[src/rtl/seg_display_scheduler.sv]
// Round-robin time-share of the seven-segment display among NREQ clients, DWELL cycles per slot.
// Grant is one cycle after request; optional macro SEG_SCHED_BLANK_EN blanks both7seg while idle.
module seg_display_scheduler #(
    parameter int NREQ  = 4,
    parameter int DWELL = 500,
    parameter int CBITS = 10
) (
    input  logic                 clk,
    input  logic                 rst,
    input  logic [NREQ-1:0]      req,
    input  logic [14*NREQ-1:0]   pat,
    output logic [NREQ-1:0]      grant,
    output logic [13:0]          both7seg,
    output logic                 seg_valid,
    output logic                 slot_done
);
    localparam int IW = (NREQ <= 2) ? 1 : $clog2(NREQ);

    typedef enum logic {IDLE, SHOW} state_t;

    state_t            state;
    logic [CBITS-1:0]  cnt;
    logic [IW-1:0]     last;
    logic [13:0]       pat_a [NREQ];

    logic              found;
    logic [IW-1:0]     win;
    logic              owner_req;
    logic              expire;

    for (genvar i = 0; i < NREQ; i++) begin : g_pat
        assign pat_a[i] = pat[14*i +: 14];
    end

    // Scan downward so the requester closest after 'last' is the final (winning) assignment.
    always_comb begin
        found = 1'b0;
        win   = last;
        for (int k = NREQ; k >= 1; k--) begin
            logic [IW-1:0] j;
            j = IW'((int'(last) + k) % NREQ);
            if (req[j]) begin
                found = 1'b1;
                win   = j;
            end
        end
    end

    assign owner_req = req[last];
    assign expire    = (state == SHOW) && (cnt == CBITS'(DWELL - 1));
    // Early release must be flagged in the cycle req drops, so this is decoded from current state.
    assign slot_done = (state == SHOW) && (expire || !owner_req);

    always_ff @(posedge clk) begin
        if (rst) begin
            state     <= IDLE;
            grant     <= '0;
            both7seg  <= '0;
            seg_valid <= 1'b0;
            cnt       <= '0;
            last      <= IW'(NREQ - 1);
        end else begin
            case (state)
                IDLE: begin
                    if (found) begin
                        state     <= SHOW;
                        grant     <= NREQ'(1) << win;
                        seg_valid <= 1'b1;
                        cnt       <= '0;
                        last      <= win;
                        both7seg  <= pat_a[win];
                    end
                end
                SHOW: begin
                    if (expire && found) begin
                        grant    <= NREQ'(1) << win;
                        cnt      <= '0;
                        last     <= win;
                        both7seg <= pat_a[win];
                    end else if (expire || !owner_req) begin
                        state     <= IDLE;
                        grant     <= '0;
                        seg_valid <= 1'b0;
                        cnt       <= '0;
`ifdef SEG_SCHED_BLANK_EN
                        both7seg  <= '0;
`endif
                    end else begin
                        cnt      <= cnt + 1'b1;
                        both7seg <= pat_a[last];
                    end
                end
                default: state <= IDLE;
            endcase
        end
    end
endmodule

[config.mk]
export PLATFORM = sky130hd
export DESIGN_NAME = seg_display_scheduler
export DESIGN_NICKNAME = d
export VERILOG_FILES = /design/src/rtl/seg_display_scheduler.sv
export SDC_FILE = /design/constraint.sdc
export NUM_CORES = 1
export LEC_CHECK = 0
export ABC_AREA = 1
export BUFFER_PORTS_ARGS = -buffer_cell sky130_fd_sc_hd__buf_2
export CORE_MARGIN = 5
export CORE_UTILIZATION = 50
export CTS_BUF_LIST = sky130_fd_sc_hd__clkbuf_4
export CTS_CLUSTER_DIAMETER = 50
export DETAILED_ROUTE_END_ITERATION = 10
export PLACE_DENSITY = 0.84
export SYNTH_ARGS = -nofsm -noshare
export SYNTH_HDL_FRONTEND = slang
export SYNTH_SLANG_ARGS = --single-unit
[constraint.sdc]
create_clock -name clk -period 3.2 [get_ports clk]
set_input_delay 0 -clock clk [delete_from_list [all_inputs] [get_ports clk]]
set_output_delay 0 -clock clk [all_outputs]
set_load 0.02 [all_outputs]
[After elaboration in Yosys (flattened, before gate mapping)]
Index checks and enable logic that the tools add are counted.
Word-level totals
  register bits: 32
  input bits: 62
  word-level logic and storage cells: 85
Operators by class
  add/subtract/negate cells: 5
  order comparisons: 7
  eq/ne operators: 7
  shifts and indexed selects: 1
  multiplexer cells: 47
  bitwise operators: 3
  reduce and logical (&&, ||, !) cells: 9
Operators with widths (number)
  $mux W14: 7
  $bmux W14 S2: 2
  $mux W10: 3
  $pmux W14 S2: 1
  $pmux W10 S2: 1
  $lt A2 B3 Y1 const B: 5
  $mux W1: 15
  $mux W2: 6
  $mux W4: 3
  $add A10 B1 Y10 const B: 1
  $bmux W1 S2: 5
  $eq A10 B9 Y1 const B: 1
  $pmux W4 S2: 1
  $ge A3 B3 Y1 const B: 2
  $not A2 Y3: 2
  $reduce_and A2 Y1: 3
  $add A2 B1 Y2 const B: 2
  $add A2 B2 Y2 const B: 2
  $ne A2 B1 Y1 const B: 2
  $ne A2 B2 Y1 const B: 2
  $pmux W1 S2: 2
  $pmux W2 S2: 1
  $shl A1 B2 Y4 const A: 1
  $logic_and A1 B1 Y1: 3
  other kinds (6): 6

[Depth between registers and ports, before layout]
Gate-level depths: netlist of run 1.
  depth in word-level cells: 13
  gate-level depth with buffers: 17
  mapped depth without buffers: 16

[Least setup slack after synthesis of run 1]
No wires, ideal clock.
  kind: register to register
  start point: reg cnt[0]
  end point: reg both7seg[12]
  arrival: 1.605 ns
  required time: 3.060 ns
  setup slack: 1.455 ns
  stages on the path, launching flop included: 13
  buffers on the path: 1
  period minus slack after synthesis: 1.745 ns
  path through: dfxtp_1 > ha_1 > nand4_1 > nor3_2 > nand2_1 > nand2_2 > nor2_4 > inv_2 > nand2_4 > buf_6 > o21ai_1 > o21bai_1 > a21oi_1
Between the ends
  cells in the longest elaborated chain, start to end: 5
  elaborated cells on any way between the ends: 8
RTL lines
  from (decl): line 22  | logic [CBITS-1:0] cnt;
  from (signal assigned): line 89  | cnt <= cnt + 1'b1;
  $eq A10 B9 Y1 (*): line 50  | assign expire = (state == SHOW) && (cnt == CBITS'(DWELL - 1));
  $logic_and A1 B1 Y1 (*): line 50
  $logic_and A1 B1 Y1 / $logic_or A1 B1 Y1 (equally long branches): line 75, 80
  $mux W14 / $ne A3 B2 Y1 (equally long branches)
  $pmux W14 S2 / $reduce_and A2 Y1 (equally long branches)
  to (signal assigned): line 71  | both7seg <= pat_a[win];
  to (signal assigned): line 79  | both7seg <= pat_a[win];
  to (signal assigned): line 90  | both7seg <= pat_a[last];
  to (decl): line 13  | output logic [13:0] both7seg,
Mark *: on every way between the ends. The rest lies on a longest branch, timed or not.
A chain may end at the register's enable or synchronous reset.

[Worst setup path after layout of run 1]
  start point: reg last[0]
  end point: reg both7seg[3]
Between the ends
  cells in the longest elaborated chain, start to end: 13
  elaborated cells on any way between the ends: 40
RTL lines
  from (decl): line 23  | logic [IW-1:0] last;
  from (signal assigned): line 61  | last <= IW'(NREQ - 1);
  from (signal assigned): line 70  | last <= win;
  from (signal assigned): line 78  | last <= win;
  $add A2 B1 Y2: line 41  | j = IW'((int'(last) + k) % NREQ);
  $bmux W1 S2: line 42  | if (req[j]) begin
  $mux W1 (implied by the code): line 42
  $mux W2 (4 in series): line 42
  $not A2 Y3 (implied by the code): line 71, 79
  $bmux W14 S2: line 71, 79
  $mux W14 (implied by the code) (2 in series): line 71, 79
  $mux W14, on equally long branches: line 75, 65
  $pmux W14 S2: line 63  | case (state)
Several ways; a longest one is shown, not always the timed one. The select of a mux whose other input is x is not followed.

==> impl_metrics.py, run 1 <==
metrics = {
    "final_layout": {
        "multi_input_area_mm2": 0.00189,
        "syn_to_final_growth_pct": 15.3,
        "seqCellArea_um2": 641,
        "nNetsFinal": 590,
        "fillers": 543,
        "diodes": 0,
        "drive_above_1_share": 0.280,
    },
    "synthesis": {
        "syn_inst": 460,
        "synth_area_leaders": "dfxtp_1 22%, nand2_1 17%, nand3_1 13%",
        "ys.flop_type": "dfxtp_1",
        "avgSynthCellArea_um2": 6.29,
        "synth_top_family_by_area": "simple AND/OR/NAND/NOR gates",
        "synth_xor_xnor_area_share": 0,
        "synth_compound_area_frac": 0.157,
        "synth-edff-count": 0,
        "ys_top_cells_by_count": "128 x nand2_1, 76 x nand3_1, 42 x inv_1",
        "synth.most_common_cell": "nand2_1",
        "yosys.area_share.simple": 0.492,
        "yosys.area.top_type": "dfxtp_1",
        "synth_mux_area_frac": 0,
        "ys_seq_area_frac": 0.221,
        "synth_top_area_frac": 0.221,
        "ys_ff_latch": 32,
        "synth_fa_ha_area_frac": 0.00433,
        "synthesis.area_mm2": 0.00289,
        "ys_types": 43,
        "syn_nets": 523,
        "synth_warnings": 0,
        "async_flop_share": 0,
    },
    "cts": {
        "clock-sinks": 32,
        "cts_root_buffer": "clkbuf_4",
        "cts_buffers": 5,
        "clock_path_buffers": 2,
        "cts-htree-levels": 2,
        "clkLatencyLatePin_ns": 0.34,
        "post-cts-setup-buffer-count": 0,
        "hold_buffers": 0,
        "clk_pin_slew_ns": 0.11,
        "cts_tree": "yes",
        "cts-resized-gates": 0,
    },
    "worst_setup_path": {
        "cp-end-kind": "flop",
        "slowest_delay_ns": 0.41,
        "required_ns": 3.48,
        "r2r-start": "last[0]$_SDFFE_PP1P_",
        "critPathKind": "reg -> reg",
        "crit_slowest_cell": "dfxtp_1",
        "arrival_ns": 2.61,
        "critical_path.most_common_cell": "nand2_2",
        "worstReg2RegEnd": "both7seg[3]$_SDFFE_PP0P_",
        "reg2regPathDepth": 15,
        "regToRegSetupSlack_ns": 0.86,
        "crit_fanout": 21,
        "crit_chain": "buf_4 -> nand2_2 -> nand2_2 -> nand2_2 -> nand2_4 -> nor2_4 -> nand2_8 -> nand3_4 -> nand2_2 -> inv_1 -> nand2_1 -> nand2_1 -> inv_1 -> nand2_1 -> a21oi_2",
        "crit_start": "last[0]$_SDFFE_PP1P_",
        "worstSetupEndpoint": "both7seg[3]$_SDFFE_PP0P_",
        "critPathLaunchType": "flop",
    },
    "power_and_ir_drop": {
        "powerDensity_mw_per_mm2": 1070,
        "ir_drop_mv": 0.735,
        "p_total_mw": 3.56,
        "p_leak_nw": 1.67,
    },
    "global_route": {
        "grt_pass1_vias": 3084,
        "groute.usage.overall": 0.236,
        "grt_pass1_wl_um": 14200,
        "grt_max_degree": 36,
        "grt_overflow": 0,
        "antenna_found_initial": 0,
    },
    "floorplan": {
        "die_height_um": 86.1,
        "io_pins": 82,
        "die_w_um": 86.1,
        "rows": 27,
        "dieArea_mm2": 0.00741,
        "initial_core_util": 0.519,
        "core_area_mm2": 0.00557,
    },
    "detailed_routing": {
        "routed_wl_um": 8860,
        "vias_per_cell": 5.66,
        "wire_per_inst_um": 14.8,
        "routed-via-count": 3398,
        "drc_errors": 0,
        "drt-initial-drc-count": 325,
        "drt-pass1-iter-count": 5,
        "drtAntennaViolNets": 0,
    },
    "min_path": {
        "min_from": "rst",
        "hold_path.class": "in -> reg",
    },
    "sta": {
        "skew_ns": 0.00573,
        "worstMarginPinSlew_ns": 0.586,
        "setup_viol": 0,
        "layout_worst_path_cycle_share": 0.730,
        "min_period_ns": 2.34,
        "rsz0062_at_grt": "false",
        "relSlewSlack": 0.609,
        "slew_violations": 0,
        "finalHoldViolations": 0,
        "fmax_ghz": 0.428,
        "setup_tns_ns": 0,
    },
    "job": {
        "drv_cap": 0,
    },
    "place": {
        "dp_hpwl_um": 6690,
        "routabilityCongestion": 0.939,
        "numPortBuffers": 81,
    },
    "run_status": {
        "status": "finished clean",
    },
}
[sequential cells by signal, indices dropped and copies added, names as in the netlist]
signal and flops:
state 1, both7seg 14, grant 4, cnt 10, seg_valid 1, last 2
[power by group]
group	leakage [nW]	internal [mW]	switching, mW
registers	0.263	0.510	0.0708
clock network	0.0412	0.163	0.152
logic	1.37	0.823	1.84
total	1.67	1.50	2.06
[how the worst min path moves through the flow]
stage                                     end  depth (start not counted)  slack [ns]
floorplan                 cnt[0]$_SDFFE_PP0P_                          3        0.19
global placement       seg_valid$_SDFFE_PP0P_                          2        0.42
detailed placement  both7seg[11]$_SDFFE_PP0P_                          5        0.43
CTS                 both7seg[11]$_SDFFE_PP0P_                          5        0.06
global route                 state$_SDFF_PP0_                          2        0.08
finish                       state$_SDFF_PP0_                          2        0.07
[cells by family (layout without fill, tap and decap cells)]
family	after synthesis	count (layout)
AO/OA/AOI/OAI	69	69
adder cells (fa/ha/maj)	1	1
buffers and inverters	75	143
flip-flops	32	32
AND/OR/NAND/NOR	283	283
[worst max-delay path, delay by kind of cell (launching register included)]
family / cells / cell delay, ns
flip-flops: 1 / 0.41
buffers and inverters: 3 / 0.52
AND/OR/NAND/NOR: 11 / 1.21
AO/OA/AOI/OAI: 1 / 0.11
[layer usage]
metal,wire [um],part of all wire,global-route usage
met5,0,0,0
met1,3460,0.39,0.296
met4,221,0.025,0.0964
met3,951,0.11,0.0442
met2,4230,0.48,0.395
[per-stage QoR]
| step | worst slack [ns] | instances | instance area [um2] | util | hold WS [ns] |
|---|---|---|---|---|---|
| after global placement | 1.02 | 592 | 3260 | 0.584 | 0.419 |
| after floorplan | 1.45 | 460 | 2890 | - | 0.192 |
| after global routing | 0.614 | 600 | 3340 | 0.598 | 0.0762 |
| final | 0.865 | 600 | 3340 | 0.598 | 0.0700 |
| after detailed placement | 0.923 | 592 | 3260 | 0.584 | 0.428 |
| after CTS | 0.879 | 600 | 3340 | 0.598 | 0.0650 |
[layout make-up]
cell class	count	area share
flip-flops and latches	32	0.192
well taps	72	0.0270
inverters	50	0.0596
repair buffers	85	0.131
clock inverters	3	0.0128
clock buffers	5	0.0113
multi-input cells	353	0.567
[layout by cell type, fill, tap and decap left out, types with 2 or more instances in the layout]
cell	count
nand2_4	8
o21ai_1	6
o21bai_1	6
clkbuf_4	5
nor3_1	4
nand2_8	2
nand4_1	8
dfxtp_1	32
a21oi_2	8
nor4_1	2
nand3_1	76
buf_4	4
a21oi_1	26
nand2_2	13
clkinv_2	2
inv_1	42
nor2_1	28
inv_2	4
a211oi_1	2
nor2_4	5
o21ai_0	5
nand3_2	2
nand2_1	128
buf_2	81
o32ai_1	3
nor3b_2	2
a311oi_1	5
inv_4	2
o21ai_2	3
No activity file was read; power rests on OpenSTA's default activity.
==> run 2, diff against run 1 <==
==> constraint.sdc (replaced) <==
create_clock -name clk -period 2.3 [get_ports clk]
set_input_delay 0 -clock clk [delete_from_list [all_inputs] [get_ports clk]]
set_output_delay 0 -clock clk [all_outputs]
set_load 0.02 [all_outputs]
==> run 2 against run 1 <==
Net effect: maximum frequency up 10%; hold slack got worse by 0.040 ns; power rose by 39%; wire length is 2.7% lower; sequential power rose by 39%; critical path depth up 1; die area unchanged; sequential share of layout area down 0.26 points; first-iteration DRC count shrank 9.8%; global-route usage decreased by 0.27 points.
==> impl_metrics.py, run 2 (synthesis results as in run 1) <==
metrics = {
    "floorplan": {
        "initial_core_util": 0.519,
        "die_w_um": 86.1,
        "core_area_mm2": 0.00557,
        "io_pins": 82,
        "dieArea_mm2": 0.00741,
        "die_height_um": 86.1,
        "rows": 27,
    },
    "sta": {
        "setup_viol": 0,
        "worstMarginPinSlew_ns": 0.482,
        "setup_tns_ns": 0,
        "min_period_ns": 2.12,
        "rsz0062_at_grt": "false",
        "slew_violations": 0,
        "skew_ns": 0.0152,
        "fmax_ghz": 0.471,
        "finalHoldViolations": 0,
        "layout_worst_path_cycle_share": 0.923,
        "relSlewSlack": 0.675,
    },
    "detailed_routing": {
        "routed_wl_um": 8630,
        "wire_per_inst_um": 14.2,
        "drt-pass1-iter-count": 7,
        "routed-via-count": 3362,
        "drtAntennaViolNets": 0,
        "drc_errors": 0,
        "drt-initial-drc-count": 293,
        "vias_per_cell": 5.55,
    },
    "final_layout": {
        "diodes": 0,
        "nNetsFinal": 596,
        "syn_to_final_growth_pct": 17.3,
        "largest_register": "both7seg",
        "top_regs": "both7seg (14), cnt (10), grant (4)",
        "fin_area_mm2": 0.00339,
        "largest_reg_flops": 14,
        "drive_above_1_share": 0.294,
        "layout_common_cells": "128 x nand2_1, 81 x buf_2, 76 x nand3_1, 41 x inv_1, 30 x dfxtp_1",
        "final_common_cell": "nand2_1",
    },
    "run_status": {
        "status": "finished clean",
    },
    "worst_setup_path": {
        "critPathKind": "reg -> reg",
        "crit_fanout": 14,
        "critPathLaunchType": "flop",
        "required_ns": 2.60,
        "arrival_ns": 2.42,
        "r2r-start": "last[0]$_SDFFE_PP1P_",
        "crit_start": "last[0]$_SDFFE_PP1P_",
        "cp-end-kind": "flop",
    },
    "power_and_ir_drop": {
        "powerDensity_mw_per_mm2": 1460,
        "ir_drop_mv": 1.07,
        "p_leak_nw": 1.69,
    },
    "place": {
        "dp_hpwl_um": 6580,
        "routabilityCongestion": 0.958,
        "numPortBuffers": 81,
        "placed_cell_area_mm2": 0.00330,
    },
    "cts": {
        "clock_path_buffers": 2,
        "cts_root_buffer": "clkbuf_4",
        "hold_buffers": 0,
        "cts-htree-levels": 2,
        "post-cts-setup-buffer-count": 0,
        "clock-sinks": 32,
        "clkLatencyLatePin_ns": 0.35,
        "cts_tree": "yes",
        "cts_buffers": 5,
        "clk_pin_slew_ns": 0.12,
    },
    "global_route": {
        "antenna_found_initial": 0,
        "grt_pass1_wl_um": 14000,
        "grt_overflow": 0,
        "grt_max_degree": 31,
        "groute.usage.overall": 0.233,
        "grt_pass1_vias": 3079,
    },
    "job": {
        "drv_cap": 0,
    },
    "min_path": {
        "min_from": "pat[8]",
        "hold_path.class": "in -> reg",
    },
}
==> run 2: cell count changes in the layout (fill, tap and decap cells not counted), sizes merged <==
cell	change
clkinvlp	+1
inv	-1
buf	+6
==> run 2: layer usage <==
metal  GRT usage  vias to the layer above  routed length, um
met4       0.108                        0                306
met3      0.0490                       31                906
li1            -                     1668                  -
met2       0.383                      188               4000
met1       0.289                     1475               3410
met5           0                        -                  0
==> run 2: final timing paths <==
| path | endpoint | slack, ns | depth (start not counted) |
|---|---|---|---|
| min | both7seg[8]$_SDFFE_PP0P_ | 0.03 | 5 |
| min reg2reg | both7seg[2]$_SDFFE_PP0P_ | 0.47 | 2 |
| max | both7seg[4]$_SDFFE_PP0P_ | 0.18 | 16 |
| max reg2reg | both7seg[4]$_SDFFE_PP0P_ | 0.18 | 16 |
==> run 2: layout make-up <==
cell class / count / area, um2
fillers: 516 / 2180
multi-input cells: 353 / 1900
flip-flops and latches: 32 / 643
repair buffers: 91 / 480
inverters: 50 / 205
well taps: 72 / 90.1
clock inverters: 3 / 42.5
clock buffers: 5 / 37.5
==> run 2: power breakdown <==
group | internal (mW) | switching [mW]
Clock | 0.226 | 0.222
Combinational | 1.21 | 2.48
Sequential | 0.712 | 0.0966
Total | 2.15 | 2.80
==> run 2: through the flow <==
step,power [mW],hold WS [ns],utilization,worst slack (ns),instances
after floorplan,3.83,0.192,-,0.555,460
after global placement,4.40,0.400,0.592,0.168,598
after detailed placement,4.46,0.402,0.592,0.0903,598
after CTS,4.91,0.0276,0.607,0.0697,606
after global routing,5.42,0.0800,0.609,0.0127,606
final,4.95,0.0297,0.609,0.177,606
==> run 2: critical path, stage by stage (launching register included) <==
cell	delay, ns
dfxtp_2	0.40
buf_4	0.17
nand2_1	0.08
nand3_1	0.13
nand2_2	0.09
inv_1	0.10
nand2_4	0.06
nand2_2	0.07
nand2_2	0.08
nand2_4	0.18
buf_4	0.22
nand3_1	0.08
nand2_1	0.08
inv_2	0.04
nand3_2	0.04
nand2_1	0.09
a21oi_2	0.13
==> run 2: what timing repair did <==
action,in CTS,in global routing
gates resized for setup,0,5
endpoints found under the hold margin,0,0
endpoints found under the setup margin,0,12
